### src/rtl/ov7670_capture_ctrl.sv
// OV7670 frame-capture writer.
// Pairs the 8-bit camera byte stream into 16-bit words. Reduces each kept word to a
// 12-bit {R4,G4,B4} pixel. Writes the pixel row-major into a frame buffer, keeping every
// SCALE-th pixel of every SCALE-th line. Capture starts only on a frame boundary, and runs
// either continuously (cap_en) or for a single frame (snap_req).
//
// Ports:
//   pclk, reset_n          sensor pixel clock, asynchronous active-low reset
//   href, v_sync           line valid / vertical blanking from the sensor
//   ov7670_data[7:0]       sensor byte bus
//   cap_en                 continuous capture while high
//   snap_req               single-cycle request for exactly one frame
//   fmt[1:0]               0 RGB565->444, 1 RGB565->332 padded, 2 Y->gray444, 3 as 0
//   we, wAddr, wData       frame-buffer write port
//   busy                   controller is not idle
//   frame_done             one-cycle pulse at the end of each captured frame
//   err_frame              last captured frame had a bad line count or line length
module ov7670_capture_ctrl #(
  parameter int unsigned H_ACTIVE = 640,
  parameter int unsigned V_ACTIVE = 480,
  parameter int unsigned SCALE    = 2,
  parameter int unsigned ADDR_W   = 17
) (
  input  logic              pclk,
  input  logic              reset_n,
  input  logic              href,
  input  logic              v_sync,
  input  logic [7:0]        ov7670_data,
  input  logic              cap_en,
  input  logic              snap_req,
  input  logic [1:0]        fmt,
  output logic              we,
  output logic [ADDR_W-1:0] wAddr,
  output logic [11:0]       wData,
  output logic              busy,
  output logic              frame_done,
  output logic              err_frame
);

  localparam int unsigned LineBytes = 2 * H_ACTIVE;
  // One spare bit so over-long lines saturate well above LineBytes.
  localparam int unsigned BW = $clog2(LineBytes + 1) + 1;
  localparam int unsigned LW = $clog2(V_ACTIVE + 1) + 1;

  typedef enum logic [1:0] {StIdle, StWaitVs, StArm, StActive} state_e;

  state_e              state_q, state_d;
  logic                single_q, single_d;
  logic [1:0]          fmt_q, fmt_d;
  logic                vs_q, vs_prev_q, href_q, href_prev_q;
  logic [7:0]          data_q;
  // High byte minus bit 3, which no output format uses.
  logic [6:0]          hi_q, hi_d;
  logic [BW-1:0]       byte_cnt_q, byte_cnt_d;
  logic [LW-1:0]       line_cnt_q, line_cnt_d;
  logic                line_err_q, line_err_d;
  logic [ADDR_W-1:0]   wptr_q, wptr_d;
  logic                we_q, we_d;
  logic [ADDR_W-1:0]   waddr_q, waddr_d;
  logic [11:0]         wdata_q, wdata_d;
  logic                busy_d, done_d, err_d;
  logic                busy_q, done_q, err_q;

  logic                vs_rise, vs_fall, href_fall;
  logic [BW-1:0]       pix;
  logic                keep;
  logic [11:0]         pix_fmt;
  logic [LW:0]         lines_total;
  logic                cur_line_bad, part_line_bad;

  assign vs_rise   = vs_q & ~vs_prev_q;
  assign vs_fall   = ~vs_q & vs_prev_q;
  assign href_fall = href_prev_q & ~href_q;

  assign pix  = byte_cnt_q >> 1;
  assign keep = href_q & byte_cnt_q[0]
              & ((pix & BW'(SCALE - 1)) == '0)
              & ((line_cnt_q & LW'(SCALE - 1)) == '0)
              & (pix < BW'(H_ACTIVE))
              & (line_cnt_q < LW'(V_ACTIVE));

  // A line closed by href falling in the same cycle as v_sync rising, or still open
  // when v_sync rises, still counts toward the frame check.
  assign lines_total   = {1'b0, line_cnt_q} + (LW + 1)'(href_fall | href_q);
  assign cur_line_bad  = href_fall & (byte_cnt_q != BW'(LineBytes));
  assign part_line_bad = href_q & (({1'b0, byte_cnt_q} + 1'b1) != (BW + 1)'(LineBytes));

  always_comb begin
    unique case (fmt_q)
      2'd1:    pix_fmt = {hi_q[6:4], 1'b0, hi_q[2:0], 1'b0, data_q[4:3], 2'b00};
      2'd2:    pix_fmt = {hi_q[6:3], hi_q[6:3], hi_q[6:3]};
      default: pix_fmt = {hi_q[6:3], hi_q[2:0], data_q[7], data_q[4:1]};
    endcase
  end

  always_comb begin
    state_d    = state_q;
    single_d   = single_q;
    fmt_d      = fmt_q;
    hi_d       = hi_q;
    line_cnt_d = line_cnt_q;
    line_err_d = line_err_q;
    wptr_d     = wptr_q;
    we_d       = 1'b0;
    waddr_d    = waddr_q;
    wdata_d    = wdata_q;
    done_d     = 1'b0;
    err_d      = err_q;

    if (!href_q) begin
      byte_cnt_d = '0;
    end else if (byte_cnt_q != '1) begin
      byte_cnt_d = byte_cnt_q + 1'b1;
    end else begin
      byte_cnt_d = byte_cnt_q;
    end
    if (href_q && !byte_cnt_q[0]) begin
      hi_d = {data_q[7:4], data_q[2:0]};
    end

    unique case (state_q)
      StIdle: begin
        if (cap_en || snap_req) begin
          state_d  = StWaitVs;
          single_d = ~cap_en;
        end
      end
      StWaitVs: begin
        if (vs_rise) state_d = StArm;
      end
      StArm: begin
        if (vs_fall) begin
          state_d    = StActive;
          byte_cnt_d = '0;
          line_cnt_d = '0;
          line_err_d = 1'b0;
          wptr_d     = '0;
          fmt_d      = fmt;
        end
      end
      StActive: begin
        if (vs_rise) begin
          done_d  = 1'b1;
          err_d   = line_err_q | cur_line_bad | part_line_bad
                  | (lines_total != (LW + 1)'(V_ACTIVE));
          state_d = (cap_en && !single_q) ? StArm : StIdle;
        end else begin
          if (href_fall) begin
            if (line_cnt_q != '1) line_cnt_d = line_cnt_q + 1'b1;
            if (cur_line_bad) line_err_d = 1'b1;
          end
          if (keep) begin
            we_d    = 1'b1;
            waddr_d = wptr_q;
            wdata_d = pix_fmt;
            wptr_d  = wptr_q + 1'b1;
          end
        end
      end
      default: state_d = StIdle;
    endcase

    busy_d = (state_d != StIdle);
  end

  always_ff @(posedge pclk or negedge reset_n) begin
    if (!reset_n) begin
      state_q     <= StIdle;
      single_q    <= 1'b0;
      fmt_q       <= 2'd0;
      vs_q        <= 1'b0;
      vs_prev_q   <= 1'b0;
      href_q      <= 1'b0;
      href_prev_q <= 1'b0;
      data_q      <= 8'd0;
      hi_q        <= 7'd0;
      byte_cnt_q  <= '0;
      line_cnt_q  <= '0;
      line_err_q  <= 1'b0;
      wptr_q      <= '0;
      we_q        <= 1'b0;
      waddr_q     <= '0;
      wdata_q     <= 12'd0;
      busy_q      <= 1'b0;
      done_q      <= 1'b0;
      err_q       <= 1'b0;
    end else begin
      state_q     <= state_d;
      single_q    <= single_d;
      fmt_q       <= fmt_d;
      vs_q        <= v_sync;
      vs_prev_q   <= vs_q;
      href_q      <= href;
      href_prev_q <= href_q;
      data_q      <= ov7670_data;
      hi_q        <= hi_d;
      byte_cnt_q  <= byte_cnt_d;
      line_cnt_q  <= line_cnt_d;
      line_err_q  <= line_err_d;
      wptr_q      <= wptr_d;
      we_q        <= we_d;
      waddr_q     <= waddr_d;
      wdata_q     <= wdata_d;
      busy_q      <= busy_d;
      done_q      <= done_d;
      err_q       <= err_d;
    end
  end

  assign we         = we_q;
  assign wAddr      = waddr_q;
  assign wData      = wdata_q;
  assign busy       = busy_q;
  assign frame_done = done_q;
  assign err_frame  = err_q;

endmodule

### config.mk
export PLATFORM = sky130hd
export DESIGN_NAME = ov7670_capture_ctrl
export DESIGN_NICKNAME = d
export VERILOG_FILES = /design/src/rtl/ov7670_capture_ctrl.sv
export SDC_FILE = /design/constraint.sdc
export NUM_CORES = 1
export LEC_CHECK = 0
export CAP_MARGIN = 10
export CORE_MARGIN = 8
export CORE_UTILIZATION = 25
export CTS_CLUSTER_SIZE = 14
export DETAILED_ROUTE_END_ITERATION = 10
export PLACE_DENSITY = 0.53
export SETUP_SLACK_MARGIN = 0.5
export SLEW_MARGIN = 40
export SYNTH_ARGS = -nofsm -noshare
export SYNTH_HDL_FRONTEND = slang
export SYNTH_SLANG_ARGS = --single-unit
### constraint.sdc
create_clock -name pclk -period 6.9 [get_ports pclk]
set_clock_uncertainty 0.2 [all_clocks]
set_input_delay 1.38 -clock pclk [delete_from_list [all_inputs] [get_ports pclk]]
set_output_delay 1.38 -clock pclk [all_outputs]
set_load 0.02 [all_outputs]
==> results of run 1 <==
[layout make-up]
type	count	area, um2
fillers	1855	12400
flip-flops and latches	97	2430
multi-input cells	314	2070
repair buffers	50	493
well taps	229	287
clock buffers	10	239
clock inverters	6	97.6
inverters	12	45.0
[per-stage QoR]
step / hold WS (ns) / cell area (um2)
floorplan: 0.213 / 4620
global placement: 0.226 / 5320
detailed placement: 0.245 / 5320
CTS: 0.260 / 5650
global route: 0.280 / 5650
finish: 0.264 / 5650
[layout by cell type (no fill, tap or decap), drive strengths merged, types with 3 or more instances in the layout]
master	synthesis	final
dfrtp	97	97
nor3	14	14
and2	4	4
nand4	10	10
or3	4	4
a31oi	5	5
and4	5	5
or4	12	12
ha	8	8
mux2	27	27
clkbuf	15	10
buf	7	3
mux2i	11	11
a22oi	8	8
xor2	4	4
xnor2	6	6
nor4b	3	3
nor2b	5	5
nand2	39	39
clkdlybuf4s50	0	47
nor4	3	3
nand2b	12	12
inv	11	14
and3	6	6
o31ai	10	10
o21ai	11	11
nand3	19	19
a21oi	36	36
nor2	28	28
[power breakdown]
group          switching, mW  internal (mW)  leakage (nW)
sequential            0.0872          0.656          1.26
combinational          0.260          0.193         0.908
clock                  0.232          0.334         0.166
total                  0.579           1.18          2.33
[metal layers]
layer  global-route usage (%)  vias up  wire length (um)  part of all wire, %
li1                         -     1702                 -                    -
met1                     11.3     1715              4940                   45
met2                     16.3       72              5400                   49
met3                     2.23       17               411                  3.7
met4                     4.57        0               247                  2.2
met5                        0        -                 0                    0
[cells by family after synthesis]
group / count (synthesis)
DFF: 97
AOI/OAI and AO/OA: 84
muxes: 38
adders and majority gates: 8
xor gates and xnor gates: 10
and+or+nand+nor: 174
buffers and inverters: 34
[flip-flops by register name (all words and copies together), names as in the netlist]
register,count
busy,1
single_q,1
vs_q,1
wData,12
state_q,2
vs_prev_q,1
hi_q,7
wptr_q,17
href_q,1
we,1
line_cnt_q,10
fmt_q,2
err_frame,1
href_prev_q,1
frame_done,1
line_err_q,1
wAddr,17
byte_cnt_q,12
data_q,8
[worst max-delay path by stage]
stage	endpoint	slack (ns)	from
after detailed placement	err_frame$_DFFE_PN0P_	4.06	href_q$_DFF_PN0_
final	busy	3.96	busy$_DFF_PN0_
after global placement	line_cnt_q[4]$_DFFE_PN0P_	4.12	reset_n
after CTS	busy	3.88	busy$_DFF_PN0_
after floorplan	err_frame$_DFFE_PN0P_	4.24	href_q$_DFF_PN0_
after global routing	err_frame$_DFFE_PN0P_	3.82	href_q$_DFF_PN0_
==> summary.md, run 1 <==
| Metric | Value |
|---|---|
| Status | `finished, final reports clean` |
| Per-cell routed wire length | `15.3 um` |
| Placed insts | `702` |
| PostCTS Resize Cnt | `0` |
| Synth Area in XOR/XNOR | `1.89%` |
| Yosys warnings | `0` |
| Max-cap violations | `0` |
| Diodes inserted | `0` |
| Syn avg cell area | `10.4 um2` |
| Share of the clock period used by the worst path | `42.7%` |
| Final WS setup | `3.96 ns` |
| PwrDens | `312 nW/um2` |
| IO Port Bufs | `48` |
| Worst reg-to-reg setup slack | `4.07 ns` |
| Sequential share of the synthesized area | `52.5%` |
| WHS Path Cells | `0` |
| Mapped Cells | `445` |
| Largest fanout on the critical path | `1` |
| Nets@finish | `508` |
| H-tree levels | `3` |
| Layout cells sized above 1 | `10.8%` |
| Largest family of logic cells by synthesized area | `simple AND/OR/NAND/NOR gates` |
| Clk root buf | `clkbuf_16` |
| FFs w/ async S/R, synth | `100%` |
| 1st-iter DRT viols | `346` |
| Vias in the first global route | `3523` |
| Synth cell count leaders | `dfrtp_1, nand2_1, a21oi_1` |
| RSZ-0062 raised after global routing | `false` |
| WP depth | `1` |
| Final min period | `2.94 ns` |
| Worst path slowest cell | `clkdlybuf4s50_1` |
| Arrival @ worst endpoint | `1.36 ns` |
| VDD IR max | `0.162 mV` |
| Crit Path Category | `flop to output pin` |
| Die area | `23100 um2` |
| Pre-CTS WS | `4.06 ns` |
| Area growth syn-to-layout | `22.3%` |
| Clk_lat worst skew | `0.35 ns` |
| Post-synthesis mux area share | `8.96%` |
| First drt pass iteration count | `6` |
| Max_slew headroom | `46.4%` |
| Reg2reg end | `err_frame$_DFFE_PN0P_` |
| Leakage | `2.33 nW` |
| Reg2Reg Depth | `8` |
| Layout Utilization | `31.4%` |
| Unique masters post-synth | `54` |
| CTS tree | `yes` |
| Row count | `49` |
| DRT Wirelength | `11000 um` |
| Hold Path End | `href_prev_q$_DFF_PN0_` |
| Initial Utilization | `25.6%` |
| Antenna Nets Post-Route | `0` |
| Cell Area, Synth | `4620 um2` |
| Tot Pwr | `1.76 mW` |
| Hold Violations, Final | `0` |
| Setup TNS | `0 ns` |
| Yosys top cell area share | `52.5%` |
| Yosys reg bits | `97` |
| Cts hold-fix bufs | `0` |
| Worst-margin pin slew | `0.804 ns` |
| Initial antenna violation count | `0` |
| CP top delay family | `buffers and inverters` |
| First-pass GRT wire length | `18400 um` |
| Clock-pin slew on the worst setup and hold paths | `0.07 ns` |
| Core box area | `18000 um2` |
| Cts bufs inserted | `9` |
| Number of synthesized flops with an enable pin | `0` |
| Fmax | `340 MHz` |
| CTS sink count | `97` |
| IO Count | `49` |
| Max incr delay on CP | `0.62 ns` |
| Dominant synthesized flop cell | `dfrtp_1` |
| Adder-cell share of the synthesized area | `2.17%` |
| Crit. End Element | `output pin` |
| Placer Congestion | `0.838` |
| GRT Total Usage | `9.63%` |
| Synth area leaders | `dfrtp_1, mux2_2, a21oi_1` |
| Dpl hpwl | `7850 um` |
| Residual DRC | `0` |
| Hold Path Origin | `href_q$_DFF_PN0_` |
| Syn nets | `469` |
| Final setup violation count | `0` |
| Post-CTS Setup Inserts | `0` |
| Cell-by-cell trace of the critical path | `clkdlybuf4s50_1` |
| Largest net degree at the start of global routing | `55` |
| Critical R2R Launch | `href_q$_DFF_PN0_` |
| Post-Synth Simple-Gate Area | `20.3%` |
| Clock buffer depth | `2` |
| Compound-Gate Fraction of Synth Area | `11.3%` |
| WP buf/inv | `1` |
| Die Height | `152 um` |
| Routed vias/inst | `4.88` |
| Detailed-route via count | `3506` |
| Most frequent cell after synthesis | `dfrtp_1` |
| Final Max Tran Viols | `0` |
| Overflow after GRT | `0` |
| Startpoint Class | `flop` |
| Yosys top cell by area | `dfrtp_1` |
| Worst hold path type | `flop to flop` |
| Die span in x | `152 um` |
| Post-Layout Cell Count | `718` |
| CP Data Required Time | `5.32 ns` |
(Power assumes the default switching activity.)
==> run 2, diff against run 1 <==
==> constraint.sdc (replaced) <==
create_clock -name pclk -period 2.9 [get_ports pclk]
set_clock_uncertainty 0.2 [all_clocks]
set_input_delay 0.58 -clock pclk [delete_from_list [all_inputs] [get_ports pclk]]
set_output_delay 0.58 -clock pclk [all_outputs]
set_load 0.02 [all_outputs]
==> summary.md, run 2 (synthesized netlist as in run 1, its figures left out) <==
| Metric | Value |
|---|---|
| Status | `finished, final reports clean` |
| GRT Total Usage | `9.68% (+0.048 points)` |
| Overflow after GRT | `0 (unchanged)` |
| Cts bufs inserted | `9 (unchanged)` |
| Final setup violation count | `0 (unchanged)` |
| Per-cell routed wire length | `15.6 um (+1.6%)` |
| Nets@finish | `536 (+5.5%)` |
| Share of the clock period used by the worst path | `86.5%` |
| Pre-CTS WS | `0.115 ns (-3.94 ns)` |
| Dpl hpwl | `7450 um (-5.1%)` |
| Final WS setup | `0.391 ns (-3.57 ns)` |
| Worst reg-to-reg setup slack | `0.39 ns (-3.68 ns)` |
| Final Max Tran Viols | `0 (unchanged)` |
| Setup TNS | `0 ns (unchanged)` |
| Placed insts | `711 (+1.3%)` |
| Area of the multi-input gates | `2360 um2 (+14%)` |
| Area growth syn-to-layout | `35.2%` |
| First-pass GRT wire length | `18700 um (+1.5%)` |
| 1st-iter DRT viols | `224 (-35%)` |
| Critical R2R Launch | `byte_cnt_q[1]$_DFF_PN0_` |
| Clock-pin slew on the worst setup and hold paths | `0.07 ns (about the same)` |
| Leakage | `2.61 nW (+12%)` |
| Cts hold-fix bufs | `0 (unchanged)` |
| Die span in x | `152 um (unchanged)` |
| H-tree levels | `3 (unchanged)` |
| Arrival @ worst endpoint | `2.58 ns (+1.22 ns)` |
| RSZ-0062 raised after global routing | `true` |
| Max-cap violations | `0 (unchanged)` |
| Antenna Nets Post-Route | `0 (unchanged)` |
| Largest fanout on the critical path | `8 (+7)` |
| Residual DRC | `0 (unchanged)` |
| Clk_lat worst skew | `0.35 ns (about the same)` |
| Clock buffer depth | `2 (unchanged)` |
| Reg2reg end | `wptr_q[10]$_DFFE_PN0P_` |
| First drt pass iteration count | `4 (-2)` |
| Die Height | `152 um (unchanged)` |
| Filler cell count | `1796 (-3.2%)` |
| Crit Path Category | `flop to flop` |
| Die area | `23100 um2 (unchanged)` |
| IO Count | `49 (unchanged)` |
| Initial Utilization | `25.6% (unchanged)` |
| Startpoint Class | `flop` |
| Fmax | `399 MHz` |
| Clk root buf | `clkbuf_16` |
| Initial antenna violation count | `0 (unchanged)` |
| IO Port Bufs | `48 (unchanged)` |
| CP Data Required Time | `2.97 ns (-2.35 ns)` |
| Worst-margin pin slew | `0.703 ns (-0.101 ns)` |
| Worst hold path type | `primary input to asynchronous set/reset pin` |
| Most common library cell in the layout ignoring fill and taps | `dfrtp_1` |
| Vias in the first global route | `3540 (+0.48%)` |
| Largest net degree at the start of global routing | `58 (+5.5%)` |
| CTS sink count | `97 (unchanged)` |
| Detailed-route via count | `3695 (+5.4%)` |
| Row count | `49 (unchanged)` |
| Post-Layout Cell Count | `746 (+3.9%)` |
| DRT Wirelength | `11600 um (+5.6%)` |
| Most frequent cells in the layout | `dfrtp_1, clkdlybuf4s50_1, nand2_1` |
| Layout cells sized above 1 | `20.7% (+9.9 points)` |
| Diodes inserted | `0 (unchanged)` |
| PwrDens | `712 nW/um2 (+130%)` |
| Crit. End Element | `flop` |
| Core box area | `18000 um2 (unchanged)` |
| Routed vias/inst | `4.95 (+1.4%)` |
| Placer Congestion | `0.848 (+1.2%)` |
| Hold Violations, Final | `0 (unchanged)` |
| Register area | `2430 um2 (unchanged)` |
| Reg2Reg Depth | `5 (-3)` |
| Final min period | `2.51 ns` |
| VDD IR max | `0.417 mV (+160%)` |
| CTS tree | `yes` |
| Cell area after layout | `6250 um2 (+11%)` |
| Max_slew headroom | `53.0% (+6.5 points)` |
| DP Area | `5430 um2 (+2.2%)` |
[run 2: cell count changes in the layout (fill, tap and decap cells not counted), moves of 3 or more]
| cell | before | now |
|---|---|---|
| mux2_2 | 27 | 7 |
| mux2_4 | 0 | 20 |
| buf_4 | 3 | 21 |
| nor3_1 | 13 | 7 |
| nor3_4 | 0 | 6 |
| o21ai_0 | 11 | 6 |
| o21ai_1 | 0 | 5 |
| a21oi_1 | 36 | 33 |
| a21oi_2 | 0 | 3 |
| buf_6 | 0 | 3 |
[run 2: worst max-delay path by stage]
stage	end	depth (start not counted)	startpoint	slack [ns]
detailed placement	err_frame$_DFFE_PN0P_	8	href_q$_DFF_PN0_	0.11
global placement	err_frame$_DFFE_PN0P_	8	href_q$_DFF_PN0_	0.20
global route	wptr_q[10]$_DFFE_PN0P_	5	byte_cnt_q[1]$_DFF_PN0_	0.34
CTS	wptr_q[10]$_DFFE_PN0P_	6	state_q[0]$_DFF_PN0_	0.42
finish	wptr_q[10]$_DFFE_PN0P_	5	byte_cnt_q[1]$_DFF_PN0_	0.39
floorplan	err_frame$_DFFE_PN0P_	8	href_q$_DFF_PN0_	0.29
[run 2: power by group]
| group | switching [mW] | internal, mW | total, mW |
|---|---|---|---|
| registers | 0.167 | 1.56 | 1.73 |
| clock network | 0.539 | 0.766 | 1.31 |
| logic | 0.768 | 0.649 | 1.42 |
[run 2: cell type report]
type / instances / share of cell area, %
sequential: 97 / 38.8
multi-input combinational: 315 / 37.7
timing repair buffer: 77 / 12.9
tap: 229 / 4.58
clock buffer: 9 / 3.60
clock inverter: 7 / 1.64
inverter: 12 / 0.721
[run 2: worst max-delay path: stages (launching register included)]
cell,delay [ns]
dfrtp_1,0.39
or3b_1,0.38
or4_4,0.48
o22a_4,0.27
or4_1,0.52
a21oi_1,0.18
[run 2: repair_timing]
| action | in CTS | in global routing |
|---|---|---|
| cloned | 3 | 2 |
| setup buffers | 11 | 3 |
| endpoints found under the hold margin | 0 | 0 |
| endpoints found under the setup margin | 46 | 58 |
| pin swaps | 3 | 7 |
| resized for setup | 15 | 45 |
[run 2: metal layers]
layer | wire length, um | GRT usage [%] | vias to the layer above
li1 | - | - | 1771
met5 | 0 | 0 | -
met3 | 561 | 3.27 | 9
met1 | 5480 | 12.5 | 1829
met2 | 5480 | 15.3 | 86
met4 | 87 | 2.22 | 0
[run 2: through the flow]
step	hold WS, ns	power (mW)	util, %
finish	0.00756	4.45	34.7
global route	0.0426	4.70	34.7
CTS	0.0132	4.40	33.2
detailed placement	0.268	2.95	30.1
global placement	0.247	2.93	30.1
floorplan	0.0844	2.46	-
